File: config.mk
export PLATFORM = sky130hd
export DESIGN_NAME = img_src_flat
export DESIGN_NICKNAME = d
export VERILOG_FILES = /design/src/rtl/img_src_if.sv /design/src/rtl/img_src.sv /design/src/flat_wrapper.sv
export SDC_FILE = /design/constraint.sdc
export NUM_CORES = 1
export LEC_CHECK = 0
export CORE_UTILIZATION = 57
export DETAILED_ROUTE_END_ITERATION = 8
export PLACE_DENSITY = 0.82
export SLEW_MARGIN = 5
export SYNTH_ARGS = -nofsm -noshare
export SYNTH_HDL_FRONTEND = slang
export SYNTH_SLANG_ARGS = --single-unit
File: constraint.sdc
create_clock -name clk -period 5.81 [get_ports clk]
set_clock_uncertainty 0.2 [all_clocks]
set_input_delay 1.4525 -clock clk [delete_from_list [all_inputs] [get_ports clk]]
set_output_delay 1.4525 -clock clk [all_outputs]
set_load 0.01 [all_outputs]
File: src/rtl/img_src_if.sv
// Pixel type and the valid/ready stream interface carrying it from img_src
// to the filtering front end.
package pixel_pkg;
  typedef struct packed {
    logic [7:0] red;
    logic [7:0] grn;
    logic [7:0] blu;
  } pixel_t;
endpackage

interface axis_if;
  pixel_pkg::pixel_t data;
  logic              vld;
  logic              rdy;

  modport master (output data, output vld, input rdy);
  modport slave  (input data, input vld, output rdy);
endinterface

File: src/rtl/img_src.sv
// Frame-streaming source: reads one IMG_W x IMG_H frame in raster order from a
// synchronous frame memory and streams it out with line/done strobes for img_buf.
module img_src #(
  parameter int IMG_W  = 640,
  parameter int IMG_H  = 480,
  parameter int ADDR_W = 19
) (
  input  logic              clk,
  input  logic              rst,
  input  logic              start,
  output logic              busy,
  output logic              mem_en,
  output logic [ADDR_W-1:0] mem_addr,
  input  logic [23:0]       mem_rdata,
  axis_if.master            axis_o,
  output logic              line,
  output logic              done
);

  localparam int COL_W = (IMG_W > 1) ? $clog2(IMG_W) : 1;
  localparam int ROW_W = (IMG_H > 1) ? $clog2(IMG_H) : 1;
  localparam logic [ADDR_W-1:0] LAST_ADDR = ADDR_W'(IMG_W * IMG_H - 1);

  typedef enum logic [1:0] {IDLE, RUN, EOL, EOF} state_t;

  state_t             state_q, state_d;
  logic [COL_W-1:0]   col_q, col_d;
  logic [ROW_W-1:0]   row_q, row_d;
  logic [ADDR_W-1:0]  addr_q, addr_d;
  logic               rd_all_q, rd_all_d;
  logic               rd_vld_q, rd_vld_d;
  logic [1:0]         cnt_q, cnt_d;
  pixel_pkg::pixel_t  buf0_q, buf0_d;
  pixel_pkg::pixel_t  buf1_q, buf1_d;

  pixel_pkg::pixel_t  rd_pix;
  pixel_pkg::pixel_t  out_data;
  logic               out_vld;
  logic               ok;
  logic [2:0]         occ;
  logic               last_col;
  logic               last_row;

  assign rd_pix   = pixel_pkg::pixel_t'(mem_rdata);
  assign last_col = (col_q == COL_W'(IMG_W - 1));
  assign last_row = (row_q == ROW_W'(IMG_H - 1));

  // A pixel returning from memory this cycle is offered directly when the skid
  // buffer is empty; otherwise the buffer head goes out and the return queues.
  always_comb begin
    out_vld  = (state_q == RUN) && ((cnt_q != 2'd0) || rd_vld_q);
    out_data = (cnt_q != 2'd0) ? buf0_q : rd_pix;
    ok       = out_vld && axis_o.rdy;
    occ      = 3'(cnt_q) + 3'(rd_vld_q);
    mem_en   = ((state_q == RUN) || (state_q == EOL)) && !rd_all_q && (occ < 3'd2);
  end

  always_comb begin
    state_d  = state_q;
    col_d    = col_q;
    row_d    = row_q;
    addr_d   = addr_q;
    rd_all_d = rd_all_q;
    rd_vld_d = mem_en;

    case (state_q)
      IDLE: begin
        if (start) begin
          state_d  = RUN;
          col_d    = '0;
          row_d    = '0;
          addr_d   = '0;
          rd_all_d = 1'b0;
        end
      end
      RUN: begin
        if (ok) begin
          if (last_col) begin
            col_d = '0;
            if (last_row) begin
              state_d = EOF;
            end else begin
              state_d = EOL;
              row_d   = row_q + ROW_W'(1);
            end
          end else begin
            col_d = col_q + COL_W'(1);
          end
        end
      end
      EOL: begin
        state_d = RUN;
      end
      EOF: begin
        state_d = IDLE;
        addr_d  = '0;
      end
      default: begin
        state_d = IDLE;
      end
    endcase

    // Address holds on the last pixel once issued; only frame completion wraps it.
    if (mem_en) begin
      if (addr_q == LAST_ADDR) begin
        rd_all_d = 1'b1;
      end else begin
        addr_d = addr_q + ADDR_W'(1);
      end
    end
  end

  always_comb begin
    cnt_d  = cnt_q;
    buf0_d = buf0_q;
    buf1_d = buf1_q;

    if (ok && (cnt_q != 2'd0)) begin
      buf0_d = buf1_q;
      cnt_d  = cnt_q - 2'd1;
    end

    if (rd_vld_q && !(ok && (cnt_q == 2'd0))) begin
      if (cnt_d == 2'd0) begin
        buf0_d = rd_pix;
      end else begin
        buf1_d = rd_pix;
      end
      cnt_d = cnt_d + 2'd1;
    end
  end

  always_ff @(posedge clk or posedge rst) begin
    if (rst) begin
      state_q  <= IDLE;
      col_q    <= '0;
      row_q    <= '0;
      addr_q   <= '0;
      rd_all_q <= 1'b0;
      rd_vld_q <= 1'b0;
      cnt_q    <= 2'd0;
      buf0_q   <= '0;
      buf1_q   <= '0;
    end else begin
      state_q  <= state_d;
      col_q    <= col_d;
      row_q    <= row_d;
      addr_q   <= addr_d;
      rd_all_q <= rd_all_d;
      rd_vld_q <= rd_vld_d;
      cnt_q    <= cnt_d;
      buf0_q   <= buf0_d;
      buf1_q   <= buf1_d;
    end
  end

  assign busy        = (state_q != IDLE);
  assign line        = (state_q == EOL) || (state_q == EOF);
  assign done        = (state_q == EOF);
  assign mem_addr    = addr_q;
  assign axis_o.vld  = out_vld;
  assign axis_o.data = out_data;

endmodule

File: src/flat_wrapper.sv
// flat-port wrapper written by rule: the top's interface ports become plain ports
module img_src_flat 
#(
  parameter int IMG_W  = 640,
  parameter int IMG_H  = 480,
  parameter int ADDR_W = 19
)
  (clk, rst, start, busy, mem_en, mem_addr, mem_rdata, line, done, axis_o_data, axis_o_vld, axis_o_rdy);
  axis_if axis_o_i ();
  input  logic clk;
  input  logic rst;
  input  logic start;
  output logic busy;
  output logic mem_en;
  output logic [ADDR_W-1:0] mem_addr;
  input  logic [23:0] mem_rdata;
  output logic line;
  output logic done;
  output wire logic [$bits(axis_o_i.data)-1:0] axis_o_data;
  output wire logic [$bits(axis_o_i.vld)-1:0] axis_o_vld;
  input wire logic [$bits(axis_o_i.rdy)-1:0] axis_o_rdy;
  assign axis_o_data = axis_o_i.data;
  assign axis_o_vld = axis_o_i.vld;
  assign axis_o_i.rdy = axis_o_rdy;
  img_src #(.IMG_W(IMG_W), .IMG_H(IMG_H), .ADDR_W(ADDR_W)) u_core (.clk(clk), .rst(rst), .start(start), .busy(busy), .mem_en(mem_en), .mem_addr(mem_addr), .mem_rdata(mem_rdata), .axis_o(axis_o_i), .line(line), .done(done));
endmodule
### Word level (Yosys, flattened, before mapping)

Index checks and enable logic that the tools add are counted.

| cells by class | value |
|---|---|
| $add $sub $neg | 6 |
| multiply operators | 0 |
| divide/modulo/power cells | 0 |
| $lt $le $gt $ge | 1 |
| eq/ne operators | 10 |
| shift-type cells | 0 |
| muxes and demuxes | 28 |
| bitwise gates (word level) | 1 |
| reduce and logical (&&, ||, !) cells | 22 |

Operator list:

| cell | number |
|---|---|
| $mux W24 | 4 |
| $mux W19 | 3 |
| $pmux W19 S2 | 1 |
| $mux W9 | 4 |
| $mux W10 | 3 |
| $pmux W10 S2 | 1 |
| $add A19 B1 Y19 const B | 1 |
| $eq A19 B19 Y1 const B | 1 |
| $pmux W9 S2 | 1 |
| $add A10 B1 Y10 const B | 1 |
| $eq A10 B10 Y1 const B | 1 |
| $mux W2 | 5 |
| $add A9 B1 Y9 const B | 1 |
| $eq A9 B9 Y1 const B | 1 |
| $pmux W2 S4 | 1 |
| $logic_and A1 B1 Y1 | 7 |
| $logic_not A2 Y1 | 3 |
| $reduce_and A3 Y1 | 2 |
| $reduce_bool A2 Y1 | 3 |
| $mux W1 | 5 |
| $reduce_and A5 Y1 | 1 |
| $eq A2 B2 Y1 const B | 2 |
| $ne A2 B1 Y1 const B | 2 |
| $ne A2 B2 Y1 const B | 2 |
| 9 further kinds | 12 |

| word-level totals | value |
|---|---|
| register bits | 92 |
| latch bits | 0 |
| RAM bits | 0 |
| ROM bits | 0 |
| input bits | 28 |
| output and inout port bits | 48 |
| logic and storage cells | 81 |
| memories kept | 0 |

### Longest topological paths before layout

| depth | value |
|---|---|
| word-level depth | 9 |
| depth in mapped cells | 12 |
| depth with buffers taken out | 9 |

### Worst setup path before layout

OpenSTA, ideal clock, no wires.

| path | value |
|---|---|
| path type | input -> register |
| from | input port axis_o_rdy |
| to | register u_core.buf1_q[0] (netlist bit) |
| arrival time | 3.246 ns |
| data required time | 5.485 ns |
| path slack | 2.240 ns |
| stages on the path | 9 |
| path buffers | 3 |
| path through | nand3b_1 -> clkbuf_1 -> nor2_1 -> a21oi_1 -> ha_1 -> or2_2 -> clkbuf_1 -> clkbuf_1 -> mux2_2 |

| on the way | value |
|---|---|
| cells in the longest elaborated chain, start to end | 6 |
| elaborated cells on any way between the ends | 9 |
| those cells by class | 1 x mux; 1 x bitwise; 7 x reduce/logical |

Ends and longest elaborated chain:

| item | line | source |
|---|---|---|
| start: declaration | flat_wrapper.sv:21 | `input wire logic [$bits(axis_o_i.rdy)-1:0] axis_o_rdy;` |
| $logic_and A1 B1 Y1 * | img_src.sv:53 | `ok = out_vld && axis_o.rdy;` |
| $logic_and A1 B1 Y1 | img_src.sv:118 | `if (ok && (cnt_q != 2'd0)) begin` |
| $mux W2 | img_src.sv:118 |  |
| $logic_not A2 Y1 | img_src.sv:124 | `if (cnt_d == 2'd0) begin` |
| $not A1 Y1 (no source line) | n/a |  |
| $reduce_and A2 Y1 (no source line) * | n/a |  |
| end signal: assignment | img_src.sv:153 | `buf1_q <= buf1_d;` |
| end: declaration | img_src.sv:34 | `pixel_pkg::pixel_t buf1_q, buf1_d;` |

Every way passes the cells marked *; elsewhere a longest branch is shown, timed or not.
A chain may end at the register's enable or synchronous reset.

### Worst setup path after layout

| path | value |
|---|---|
| from | input port mem_rdata[23] |
| to | output port axis_o_data[23] |

| on the way | value |
|---|---|
| cells in the longest elaborated chain, start to end | 1 |

Ends and longest elaborated chain:

| item | line | source |
|---|---|---|
| start: declaration | flat_wrapper.sv:16 | `input logic [23:0] mem_rdata;` |
| $mux W24 | img_src.sv:52 | `out_data = (cnt_q != 2'd0) ? buf0_q : rd_pix;` |
| end: declaration | flat_wrapper.sv:19 | `output wire logic [$bits(axis_o_i.data)-1:0] axis_o_data;` |

Every way passes these cells.

==> results.sh <==
export IMPL_max_slew_margin_pct=29.5
export IMPL_synth_edff_count=0
export IMPL_syn_area_per_cell_um2=10.4
export IMPL_synth_seq_cells=92
export IMPL_cp_slowest_cell="clkdlybuf4s50_1"
export IMPL_synth_flop_cell="dfrtp_1"
export IMPL_grt_max_degree=53
export IMPL_cellPowerDensity_nw_per_um2=290
export IMPL_grt_pass1_vias=3471
export IMPL_port_buffers=75
export IMPL_drive_above_1_share_pct=14.8
export IMPL_start_util_pct=58.4
export IMPL_grt_pass1_wl_um=16500
export IMPL_row_count=33
export IMPL_switching_share_pct=28.0
export IMPL_dieHeight_um=93.5
export IMPL_max_stage_delay_ps=500
export IMPL_ir_drop_mv=0.166
export IMPL_clk_path_buf_depth=2
export IMPL_cts_repair_resized=0
export IMPL_worstMarginPinSlew_ps=1050
export IMPL_critPathRequiredTime_ps=4160
export IMPL_ys_async_sr_fraction_pct=100
export IMPL_arrival_ps=2690
export IMPL_path_max_fanout=3
export IMPL_holdCritPathClass="reg -> reg"
export IMPL_drv_cap=0
export IMPL_gp_congestion=0.772
export IMPL_cts_max_level=3
export IMPL_cp_cell_sequence="clkdlybuf4s50_1, mux2_2, clkdlybuf4s50_1"
export IMPL_syn_inst=459
export IMPL_cts_hold_buf=0
export IMPL_die_x_um=93.5
export IMPL_clock_root_buffer="clkbuf_8"
export IMPL_cp_common_cell="clkdlybuf4s50_1"
export IMPL_routedWlPerCell_um=15.5
export IMPL_status="finished, final reports clean"
export IMPL_cts_tree="yes"
export IMPL_clock_sinks=92
export IMPL_final_setup_viol_count=0
export IMPL_hold_violations=0
export IMPL_drc=0
export IMPL_p_comb_share_pct=27.5
export IMPL_post_cts_buffers=0
export IMPL_syn_to_final_growth_pct=22.7
export IMPL_hpwl_um=6600
export IMPL_antenna_found_initial=0
export IMPL_cp_top_family="buffers and inverters"
export IMPL_routed_via_density=5.86
export IMPL_p_int_mw=1.22
export IMPL_cts_made_buffers=9
export IMPL_grt_setup_unrepaired="no"
export IMPL_ys_types=47
export IMPL_core_area_um2=8180
export IMPL_drt_iter0_markers=161
export IMPL_power_frac_clock_pct=31.8
export IMPL_die_area_um2=8740
export IMPL_netSwitchingPower_uw=474
export IMPL_p_leak_nw=2.68
export IMPL_drv_slew=0
export IMPL_synth_nets=496
export IMPL_ys_warn_count=0
export IMPL_ios=76
export IMPL_setup_worst_path_class="in -> out"
export IMPL_final_util_pct=71.6
export IMPL_clk_pin_slew_worst_paths_ps=90
export IMPL_diodes=0
export IMPL_firstDrtPassIters=4
export IMPL_cp_start_kind="primary input"
export IMPL_seq_power_share_pct=40.6
export IMPL_fmax_ghz=0.230
export IMPL_netlist_top_cell_by_area="dfrtp_1"
export IMPL_track_usage_pct=23.8
export IMPL_synthTopCellsByArea="dfrtp_1 48%, mux2_2 11%, mux2i_1 6.1%, nor2_1 3.1%, a21oi_1 3.0%"
export IMPL_num_vias=3731
export IMPL_finalCriticalPeriod_ps=4340
export IMPL_yosysSeqAreaShare_pct=48.2
export IMPL_grt_overflow=0
export IMPL_finalSetupTns_ps=0
export IMPL_cp_end_kind="output pin"
export IMPL_syn_area_um2=4770
export IMPL_clk_latency_ps=360
export IMPL_finalNetCount=564
export IMPL_path_buf_inv=2
export IMPL_yosysTopAreaCellShare_pct=48.2
export IMPL_drt_wl_total_um=9890
export IMPL_drtAntennaViolNets=0
export IMPL_post_route_period_util_pct=74.7
-- path summary, 6_finish.rpt --
path | start | end | slack (ps) | cells past startpoint
max | mem_rdata[23] | axis_o_data[23] | 1470 | 3
min reg2reg | u_core.rd_all_q | u_core.rd_all_q | 300 | 2
max in group asynchronous | rst | u_core.rd_vld_q | 2990 | 3
min in group asynchronous | rst | u_core.buf0_q[21] | 1360 | 2
min | u_core.rd_all_q | u_core.rd_all_q | 300 | 2
max reg2reg | u_core.state_q[1] | u_core.buf1_q[12] | 2210 | 8
-- synth_stat cells, types with 4 or more instances --
library cell,number
dfrtp_1,92
mux2_2,48
nor2_1,40
nand2_1,32
a21oi_1,29
mux2i_1,29
nand3_1,24
o21ai_0,22
clkbuf_1,15
inv_1,11
o211ai_1,10
ha_1,9
nand4_1,7
o31ai_1,7
and2_1,6
nand2b_1,6
xor2_1,6
nor3_1,5
nor4_1,5
or2_2,5
and3_1,4
nand3b_1,4
or3_1,4
-- flip-flops by register name, indices dropped and copies added, names as in the netlist --
name and flops:
u_core.mem_addr 19, u_core.rd_all_q 1, u_core.buf1_q 24, u_core.state_q 2, u_core.row_q 9, u_core.buf0_q 24
u_core.rd_vld_q 1, u_core.cnt_q 2, u_core.col_q 10
-- cells by family after synthesis --
family,after synthesis,synth area share (%)
buf+inv,33,2.70
simple gates,154,16.3
flops,92,48.2
xor+xnor,9,1.65
fa+ha+maj,9,2.36
compound gates,85,11.3
mux,77,17.4
-- through the flow --
stage	setup WS (ps)	std cells	cell area [um^2]	power, mW	hold WS [ps]
6_report	1470	637	5860	1.70	303
5_1_grt	1430	637	5860	1.77	322
4_1_cts	1470	637	5860	1.70	301
3_5_place_dp	1480	621	5600	1.17	279
3_3_place_gp	1470	621	5600	1.16	277
2_1_floorplan	1770	459	4770	0.984	249
-- tightest hold or removal path, delay by kind of cell, from the launching register on --
kind / cells / cell delay (ps)
DFF: 1 / 360
and+or+nand+nor: 1 / 60
AOI/OAI and AO/OA: 1 / 60
-- per-layer routing --
| metal | up-vias | track usage (%) | wire length [um] |
|---|---|---|---|
| met5 | - | 0 | 0 |
| met4 | 0 | 7.82 | 95 |
| met3 | 10 | 3.33 | 370 |
| met2 | 80 | 38.8 | 4850 |
| met1 | 1835 | 33.0 | 4580 |
| li1 | 1806 | - | - |
-- layout by cell type (no fill, tap or decap), types with 7 or more instances in the layout --
master / Yosys / routed
nand2_1: 32 / 32
dfrtp_1: 92 / 92
inv_1: 11 / 10
a21oi_1: 29 / 29
mux2i_1: 29 / 29
clkdlybuf4s50_1: 0 / 75
nand4_1: 7 / 7
o211ai_1: 10 / 10
mux2_2: 48 / 48
nand3_1: 24 / 24
clkbuf_8: 0 / 11
o31ai_1: 7 / 7
nor2_1: 40 / 40
o21ai_0: 22 / 22
ha_1: 9 / 9
-- layout make-up --
cell class                      count  area (um^2)
Tap cell                          105          131
Clock inverter                      5          106
Fill cell                         613         2320
Multi-Input combinational cell    334         2340
Sequential cell                    92         2300
Timing Repair Buffer               79          781
Clock buffer                       11          151
Inverter                           11         42.5
-- power by group through the flow --
| stage | registers [mW] | clock network (mW) | logic (mW) |
|---|---|---|---|
| after CTS | 0.689 | 0.545 | 0.470 |
| final | 0.689 | 0.540 | 0.467 |
| after global routing | 0.694 | 0.568 | 0.506 |
| after detailed placement | 0.701 | 0 | 0.465 |
| after global placement | 0.700 | 0 | 0.458 |
| after floorplan | 0.695 | 0 | 0.289 |
Note: power is estimated with default switching activity, not from simulation.
